==> src/rtl/pt_pkg.sv <==
// Shared constants for the UART-to-pt_enc loader: trit codes, word geometry, RX FSM states.
// The PARITY state only exists when UART_AD_PARITY_EN is defined.
package pt_pkg;

    localparam logic [1:0] TRIT_ZERO  = 2'b00;
    localparam logic [1:0] TRIT_ONE   = 2'b01;
    localparam logic [1:0] TRIT_FLOAT = 2'b10;
    localparam logic [1:0] TRIT_BAD   = 2'b11;

    localparam int AD_WIDTH       = 24;
    localparam int BYTES_PER_WORD = 3;

    typedef enum logic [2:0] {
        RX_IDLE,
        RX_START,
        RX_DATA,
`ifdef UART_AD_PARITY_EN
        RX_PARITY,
`endif
        RX_STOP,
        RX_WAIT
    } rx_state_e;

    function automatic logic has_bad_trit(input logic [AD_WIDTH-1:0] w);
        logic bad;
        bad = 1'b0;
        for (int i = 0; i < AD_WIDTH / 2; i++) begin
            if (w[2*i +: 2] == TRIT_BAD) bad = 1'b1;
        end
        return bad;
    endfunction

endpackage

==> src/rtl/uart_rx_byte.sv <==
// UART byte receiver: rx synchroniser, down-counting bit timer and RX FSM (UART_AD_PARITY_EN adds 8E1).
// state  | meaning
// IDLE   | line idle, watching for a falling edge
// START  | half a bit in, confirming the start bit
// DATA   | sampling 8 data bits, LSB first
// PARITY | sampling the even-parity bit (8E1 build only)
// STOP   | sampling the stop bit
// WAIT   | after a framing error, waiting for rx to return high
module uart_rx_byte
    import pt_pkg::*;
#(
    parameter int CLKS_PER_BIT = 16
) (
    input  logic       clk,
    input  logic       rst_n,
    input  logic       rx,
    output logic [7:0] data_o,
    output logic       valid_o,
    output logic       frame_err_o,
    output logic       start_o,
    output logic       idle_o
);

    localparam int            CW        = $clog2(CLKS_PER_BIT);
    localparam logic [CW-1:0] FULL_LOAD = CW'(CLKS_PER_BIT - 1);
    localparam logic [CW-1:0] HALF_LOAD = CW'(CLKS_PER_BIT / 2 - 1);

    logic            rx_meta_q, rx_sync_q, rx_prev_q;
    rx_state_e       state_q, state_d;
    logic [CW-1:0]   cnt_q, cnt_d;
    logic [2:0]      bit_q, bit_d;
    logic [7:0]      shift_q, shift_d;

    always_ff @(posedge clk or negedge rst_n) begin
        if (!rst_n) begin
            rx_meta_q <= 1'b1;
            rx_sync_q <= 1'b1;
            rx_prev_q <= 1'b1;
            state_q   <= RX_IDLE;
            cnt_q     <= '0;
            bit_q     <= '0;
            shift_q   <= '0;
        end else begin
            rx_meta_q <= rx;
            rx_sync_q <= rx_meta_q;
            rx_prev_q <= rx_sync_q;
            state_q   <= state_d;
            cnt_q     <= cnt_d;
            bit_q     <= bit_d;
            shift_q   <= shift_d;
        end
    end

    always_comb begin
        state_d     = state_q;
        cnt_d       = (cnt_q != '0) ? cnt_q - 1'b1 : cnt_q;
        bit_d       = bit_q;
        shift_d     = shift_q;
        valid_o     = 1'b0;
        frame_err_o = 1'b0;
        start_o     = 1'b0;
        case (state_q)
            RX_IDLE: begin
                if (rx_prev_q && !rx_sync_q) begin
                    start_o = 1'b1;
                    cnt_d   = HALF_LOAD;
                    bit_d   = '0;
                    state_d = RX_START;
                end
            end
            RX_START: begin
                if (cnt_q == '0) begin
                    if (rx_sync_q) begin
                        state_d = RX_IDLE;
                    end else begin
                        cnt_d   = FULL_LOAD;
                        state_d = RX_DATA;
                    end
                end
            end
            RX_DATA: begin
                if (cnt_q == '0) begin
                    shift_d = {rx_sync_q, shift_q[7:1]};
                    cnt_d   = FULL_LOAD;
                    bit_d   = bit_q + 3'd1;
`ifdef UART_AD_PARITY_EN
                    if (bit_q == 3'd7) state_d = RX_PARITY;
`else
                    if (bit_q == 3'd7) state_d = RX_STOP;
`endif
                end
            end
`ifdef UART_AD_PARITY_EN
            RX_PARITY: begin
                if (cnt_q == '0) begin
                    // even parity: data ones plus parity bit must be even
                    if ((^shift_q) ^ rx_sync_q) begin
                        frame_err_o = 1'b1;
                        state_d     = RX_WAIT;
                    end else begin
                        cnt_d   = FULL_LOAD;
                        state_d = RX_STOP;
                    end
                end
            end
`endif
            RX_STOP: begin
                if (cnt_q == '0) begin
                    if (rx_sync_q) begin
                        valid_o = 1'b1;
                        state_d = RX_IDLE;
                    end else begin
                        frame_err_o = 1'b1;
                        state_d     = RX_WAIT;
                    end
                end
            end
            RX_WAIT: begin
                if (rx_sync_q) state_d = RX_IDLE;
            end
            default: state_d = RX_IDLE;
        endcase
    end

    assign data_o = shift_q;
    assign idle_o = (state_q == RX_IDLE);

endmodule

==> src/rtl/uart_ad_loader.sv <==
// Assembles three UART bytes into the 24-bit pt_enc ad word, checks trits, times ld and the inter-byte gap.
// UART_AD_PARITY_EN selects an 8E1 frame in the byte receiver.
module uart_ad_loader
    import pt_pkg::*;
#(
    parameter int CLKS_PER_BIT = 16,
    parameter int LD_CYCLES    = 4,
    parameter int TIMEOUT_BITS = 32
) (
    input  logic                clk,
    input  logic                rst_n,
    input  logic                rx,
    output logic [AD_WIDTH-1:0] ad,
    output logic                ld,
    output logic                word_ok,
    output logic                frame_err,
    output logic                code_err,
    output logic [1:0]          byte_idx
);

    localparam int            TO_CYCLES = TIMEOUT_BITS * CLKS_PER_BIT;
    localparam int            TW        = $clog2(TO_CYCLES);
    localparam logic [TW-1:0] TO_LOAD   = TW'(TO_CYCLES - 1);
    localparam int            LW        = $clog2(LD_CYCLES + 1);
    localparam logic [LW-1:0] LD_LOAD   = LW'(LD_CYCLES - 1);

    logic rst_meta_q, rst_sync_q;
    logic [7:0] rx_data;
    logic rx_valid, rx_ferr, rx_start, rx_idle;

    logic [AD_WIDTH-1:0] ad_q, ad_d, word;
    logic [15:0]         shadow_q, shadow_d;
    logic [1:0]          byte_idx_q, byte_idx_d;
    logic                ld_q, ld_d, ld_timed_q, ld_timed_d;
    logic [LW-1:0]       ld_cnt_q, ld_cnt_d;
    logic [TW-1:0]       to_cnt_q, to_cnt_d;
    logic                word_ok_q, word_ok_d, code_err_q, code_err_d, frame_err_q, frame_err_d;

    always_ff @(posedge clk or negedge rst_n) begin
        if (!rst_n) {rst_meta_q, rst_sync_q} <= 2'b00;
        else        {rst_meta_q, rst_sync_q} <= {1'b1, rst_meta_q};
    end

    uart_rx_byte #(.CLKS_PER_BIT(CLKS_PER_BIT)) u_rx (
        .clk         (clk),
        .rst_n       (rst_sync_q),
        .rx          (rx),
        .data_o      (rx_data),
        .valid_o     (rx_valid),
        .frame_err_o (rx_ferr),
        .start_o     (rx_start),
        .idle_o      (rx_idle)
    );

    always_ff @(posedge clk or negedge rst_sync_q) begin
        if (!rst_sync_q) begin
            ad_q        <= '0;
            shadow_q    <= '0;
            byte_idx_q  <= '0;
            ld_q        <= 1'b1;
            ld_timed_q  <= 1'b0;
            ld_cnt_q    <= '0;
            to_cnt_q    <= TO_LOAD;
            word_ok_q   <= 1'b0;
            code_err_q  <= 1'b0;
            frame_err_q <= 1'b0;
        end else begin
            ad_q        <= ad_d;
            shadow_q    <= shadow_d;
            byte_idx_q  <= byte_idx_d;
            ld_q        <= ld_d;
            ld_timed_q  <= ld_timed_d;
            ld_cnt_q    <= ld_cnt_d;
            to_cnt_q    <= to_cnt_d;
            word_ok_q   <= word_ok_d;
            code_err_q  <= code_err_d;
            frame_err_q <= frame_err_d;
        end
    end

    assign word = {shadow_q, rx_data};

    always_comb begin
        ad_d        = ad_q;
        shadow_d    = shadow_q;
        byte_idx_d  = byte_idx_q;
        ld_d        = ld_q;
        ld_timed_d  = ld_timed_q;
        ld_cnt_d    = ld_cnt_q;
        to_cnt_d    = to_cnt_q;
        word_ok_d   = 1'b0;
        code_err_d  = 1'b0;
        frame_err_d = 1'b0;

        // ld after reset has no timer: it is held until the first good word
        if (ld_timed_q) begin
            if (ld_cnt_q == '0) begin
                ld_d       = 1'b0;
                ld_timed_d = 1'b0;
            end else begin
                ld_cnt_d = ld_cnt_q - 1'b1;
            end
        end

        if (byte_idx_q == 2'd0 || !rx_idle || rx_start) begin
            to_cnt_d = TO_LOAD;
        end else if (to_cnt_q == '0) begin
            byte_idx_d = 2'd0;
        end else begin
            to_cnt_d = to_cnt_q - 1'b1;
        end

        if (rx_ferr) begin
            frame_err_d = 1'b1;
            byte_idx_d  = 2'd0;
        end

        if (rx_valid) begin
            case (byte_idx_q)
                2'd0: begin
                    shadow_d[15:8] = rx_data;
                    byte_idx_d     = 2'd1;
                end
                2'd1: begin
                    shadow_d[7:0] = rx_data;
                    byte_idx_d    = 2'd2;
                end
                default: begin
                    byte_idx_d = 2'd0;
                    if (has_bad_trit(word)) begin
                        code_err_d = 1'b1;
                    end else begin
                        ad_d       = word;
                        word_ok_d  = 1'b1;
                        ld_d       = 1'b1;
                        ld_timed_d = 1'b1;
                        ld_cnt_d   = LD_LOAD;
                    end
                end
            endcase
        end
    end

    assign ad        = ad_q;
    assign ld        = ld_q;
    assign word_ok   = word_ok_q;
    assign code_err  = code_err_q;
    assign frame_err = frame_err_q;
    assign byte_idx  = byte_idx_q;

endmodule
==> config.mk <==
export PLATFORM = sky130hd
export DESIGN_NAME = uart_ad_loader
export DESIGN_NICKNAME = d
export VERILOG_FILES = /design/src/rtl/pt_pkg.sv /design/src/rtl/uart_rx_byte.sv /design/src/rtl/uart_ad_loader.sv
export SDC_FILE = /design/constraint.sdc
export NUM_CORES = 1
export LEC_CHECK = 0
export CORE_MARGIN = 4
export CORE_UTILIZATION = 30
export CTS_CLUSTER_SIZE = 28
export DETAILED_ROUTE_END_ITERATION = 10
export SYNTH_ARGS = -nofsm -noshare
export SYNTH_HDL_FRONTEND = slang
export SYNTH_HIERARCHICAL = 1
export SYNTH_SLANG_ARGS = --single-unit
==> constraint.sdc <==
create_clock -name clk -period 6.7 [get_ports clk]
set_input_delay 1.34 -clock clk [delete_from_list [all_inputs] [get_ports clk]]
set_output_delay 1.34 -clock clk [all_outputs]
set_load 0.05 [all_outputs]
==> impl_metrics.env <==
export IMPL_outcome="complete, no violations"
export IMPL_cts_inserted_buffers=9
export IMPL_die_w_um=117
export IMPL_path_cells="inv_1, ha_1, nor3b_2, nand3_1, nor2_1, nand2_1, nor4_2, buf_4, mux2_2"
export IMPL_drt_total_wl_mm=6.54
export IMPL_initial_utilization=0.308
export IMPL_r2r_start="u_rx/cnt_q[0]$_DFF_PN0_"
export IMPL_startpoint_type="flop"
export IMPL_cts_tree="yes"
export IMPL_worstPathMaxFanout=30
export IMPL_relSlewSlack=0.328
export IMPL_root_buffer="clkbuf_16"
export IMPL_area_growth_pct=22.7
export IMPL_layout_nets=317
export IMPL_track_usage=0.107
export IMPL_hp_start="rst_meta_q$_DFF_PN0_"
export IMPL_antenna_found_initial=0
export IMPL_num_io_pins=33
export IMPL_nFillCells=1126
export IMPL_wl_per_cell_um=14.4
export IMPL_place_inst=439
export IMPL_avgSynthCellArea_um2=13.1
export IMPL_synth_distinct_cells=56
export IMPL_grt_pass1_vias=2264
export IMPL_async_flop_share=1.00
export IMPL_p_leak_uw=0.00203
export IMPL_die_y_um=117
export IMPL_layout_drive_gt1_share=0.308
export IMPL_rows=39
export IMPL_route_detailed_drc=0
export IMPL_hold_violations=0
export IMPL_grt_max_degree=81
export IMPL_r2r_end="ad[8]$_DFFE_PN0P_"
export IMPL_power_density_nw_per_um2=298
export IMPL_whs_ns=0.354
export IMPL_synth_seq_cells=82
export IMPL_regArea_um2=2070
export IMPL_port_buffers=32
export IMPL_p_total_uw=1300
export IMPL_hold_buffers=0
export IMPL_synthCells=270
export IMPL_grt_overflow=0
export IMPL_syn_cell_area_um2=3550
export IMPL_period_needed_ns=3.18
export IMPL_dr_pass1_iters=4
export IMPL_setup_viol=0
export IMPL_hold_path_class="flop to flop"
export IMPL_fin_crit_sh=0.474
export IMPL_dp_hpwl_mm=4.26
export IMPL_synth_edf_count=0
export IMPL_arrival_ns=3.40
export IMPL_grt_pass1_wl_mm=11.4
export IMPL_htreeDepth=3
export IMPL_rsz0062_at_grt="no"
export IMPL_min_to="rst_sync_q$_DFF_PN0_"
export IMPL_vias=2190
export IMPL_die_area_um2=13600
export IMPL_cpMaxStageDelayCell="nor3b_2"
export IMPL_setup_tns_final_ns=0
export IMPL_worst_pin_slew_ns=1.01
export IMPL_fin_cells=455
export IMPL_final_common_cell="dfrtp_1"
export IMPL_gp_congestion=0.820
export IMPL_cts_buffer_depth=2
export IMPL_multi_input_area_um2=1380
export IMPL_path_class="flop to flop"
export IMPL_max_freq_mhz=315
export IMPL_worstPathRequired_ns=6.92
export IMPL_routed_via_density=4.81
export IMPL_cts_setup_buffers=0
export IMPL_drv_cap=0
export IMPL_detail_route_antenna_nets=0
export IMPL_clock_latency_ns=0.34
export IMPL_ys_seq_area_frac=0.583
export IMPL_diodes=0
export IMPL_worst_slack_ns=3.52
export IMPL_dp_slack_ns=3.51
export IMPL_synth_flop_cell="dfrtp_1"
export IMPL_clk_pin_slew_ns=0.06
export IMPL_synthesis_nets=280
export IMPL_layout_common_cells="dfrtp_1 (68), mux2_2 (48), clkdlybuf4s50_1 (32)"
export IMPL_ir_drop_mv=0.187
export IMPL_slowest_delay_ns=0.66
export IMPL_core_um2=11500
export IMPL_ff2ff_setup_slack_ns=3.52
export IMPL_fin_worst_skew_ns=0.00787
export IMPL_drv_slew=0
export IMPL_rr_worst_depth=9
export IMPL_yosysWarningCount=6
export IMPL_clock_sinks=82
export IMPL_setup_worst_path_end_class="flop"
export IMPL_hold_path_cell_count=0
export IMPL_cts_resized=0
export IMPL_dr_first_iter_drc_count=118
## worst max-delay path by stage
stage / slack, ns / to / depth (start not counted) / start
2_1_floorplan: 4.13 / ad[0]$_DFFE_PN0P_ / 10 / u_rx/cnt_q[0]$_DFF_PN0_
3_3_place_gp: 3.63 / ad[4]$_DFFE_PN0P_ / 9 / u_rx/cnt_q[0]$_DFF_PN0_
3_5_place_dp: 3.51 / ad[8]$_DFFE_PN0P_ / 9 / u_rx/cnt_q[0]$_DFF_PN0_
4_1_cts: 3.49 / ad[8]$_DFFE_PN0P_ / 9 / u_rx/cnt_q[0]$_DFF_PN0_
5_1_grt: 3.14 / ad[12]$_DFFE_PN0P_ / 9 / u_rx/cnt_q[0]$_DFF_PN0_
6_report: 3.52 / ad[8]$_DFFE_PN0P_ / 9 / u_rx/cnt_q[0]$_DFF_PN0_
## metrics by stage
stage                     utilization  area [um^2]
after floorplan                     -         3550
after global placement          0.350         4030
after detailed placement        0.350         4030
after CTS                       0.378         4350
after global routing            0.378         4350
final                           0.378         4350
## metal layers
| layer | GRT usage | wire length [um] | vias up |
|---|---|---|---|
| met1 | 0.143 | 3270 | 1106 |
| met5 | 0 | 0 | - |
| met2 | 0.158 | 2940 | 33 |
| met3 | 0.0389 | 233 | 9 |
| met4 | 0.0413 | 102 | 0 |
| li1 | - | - | 1042 |
## flip-flops by register name, summed over array words and instances, names as in the netlist, 2 cells and up
| register | cells |
|---|---|
| u_rx/state_q | 3 |
| u_rx/data_o | 8 |
| ld_cnt_q | 3 |
| ad | 24 |
| byte_idx | 2 |
| to_cnt_q | 9 |
| u_rx/bit_q | 3 |
| shadow_q | 16 |
| u_rx/cnt_q | 4 |
## worst max-delay path, delay by kind of cell (launching register included)
kind	cells	cell delay [ns]
flops	1	0.41
mux	1	0.38
simple gates	5	1.59
buf+inv	2	0.46
fa+ha+maj	1	0.19
## synth_stat cells, types with 2 or more instances
master / n / area share
nor2_1: 11 / 0.012
o41ai_1: 2 / 0.0049
nor3b_2: 2 / 0.0071
mux2i_1: 2 / 0.0056
and2_1: 3 / 0.0053
ha_1: 7 / 0.025
a22o_1: 2 / 0.0049
nor3b_1: 2 / 0.0042
o21ai_0: 10 / 0.014
buf_2: 5 / 0.0071
nand2_1: 11 / 0.012
xnor2_1: 2 / 0.0049
dfstp_2: 13 / 0.096
nand3b_1: 2 / 0.0042
nor3_1: 4 / 0.0056
a21oi_1: 4 / 0.0056
mux2_2: 48 / 0.15
a21o_1: 3 / 0.0063
dfrtp_1: 69 / 0.49
o211ai_1: 3 / 0.0063
inv_1: 15 / 0.016
or3_2: 2 / 0.0042
nand3_1: 4 / 0.0056
nand2b_1: 5 / 0.0088
nor2b_1: 2 / 0.0035
a22oi_1: 7 / 0.015
## cells by family after synthesis
group	after synthesis	synth area share
buf+inv	24	0.0303
mux	52	0.165
xor+xnor	3	0.00741
fa+ha+maj	7	0.0247
compound gates	43	0.0885
other cells	1	0.00106
flops	82	0.583
simple gates	58	0.0998
## layout make-up
type / count / area share
Tap cell: 143 / 0.0411
Sequential cell: 82 / 0.476
Clock buffer: 11 / 0.0557
Clock inverter: 5 / 0.0198
Timing Repair Buffer: 34 / 0.0770
Inverter: 16 / 0.0138
Multi-Input combinational cell: 164 / 0.317
## power by group
group / internal (uW) / switching [uW]
sequential: 531 / 57.4
clock: 339 / 199
combinational: 81.8 / 90.8
(Power assumes the default switching activity.)
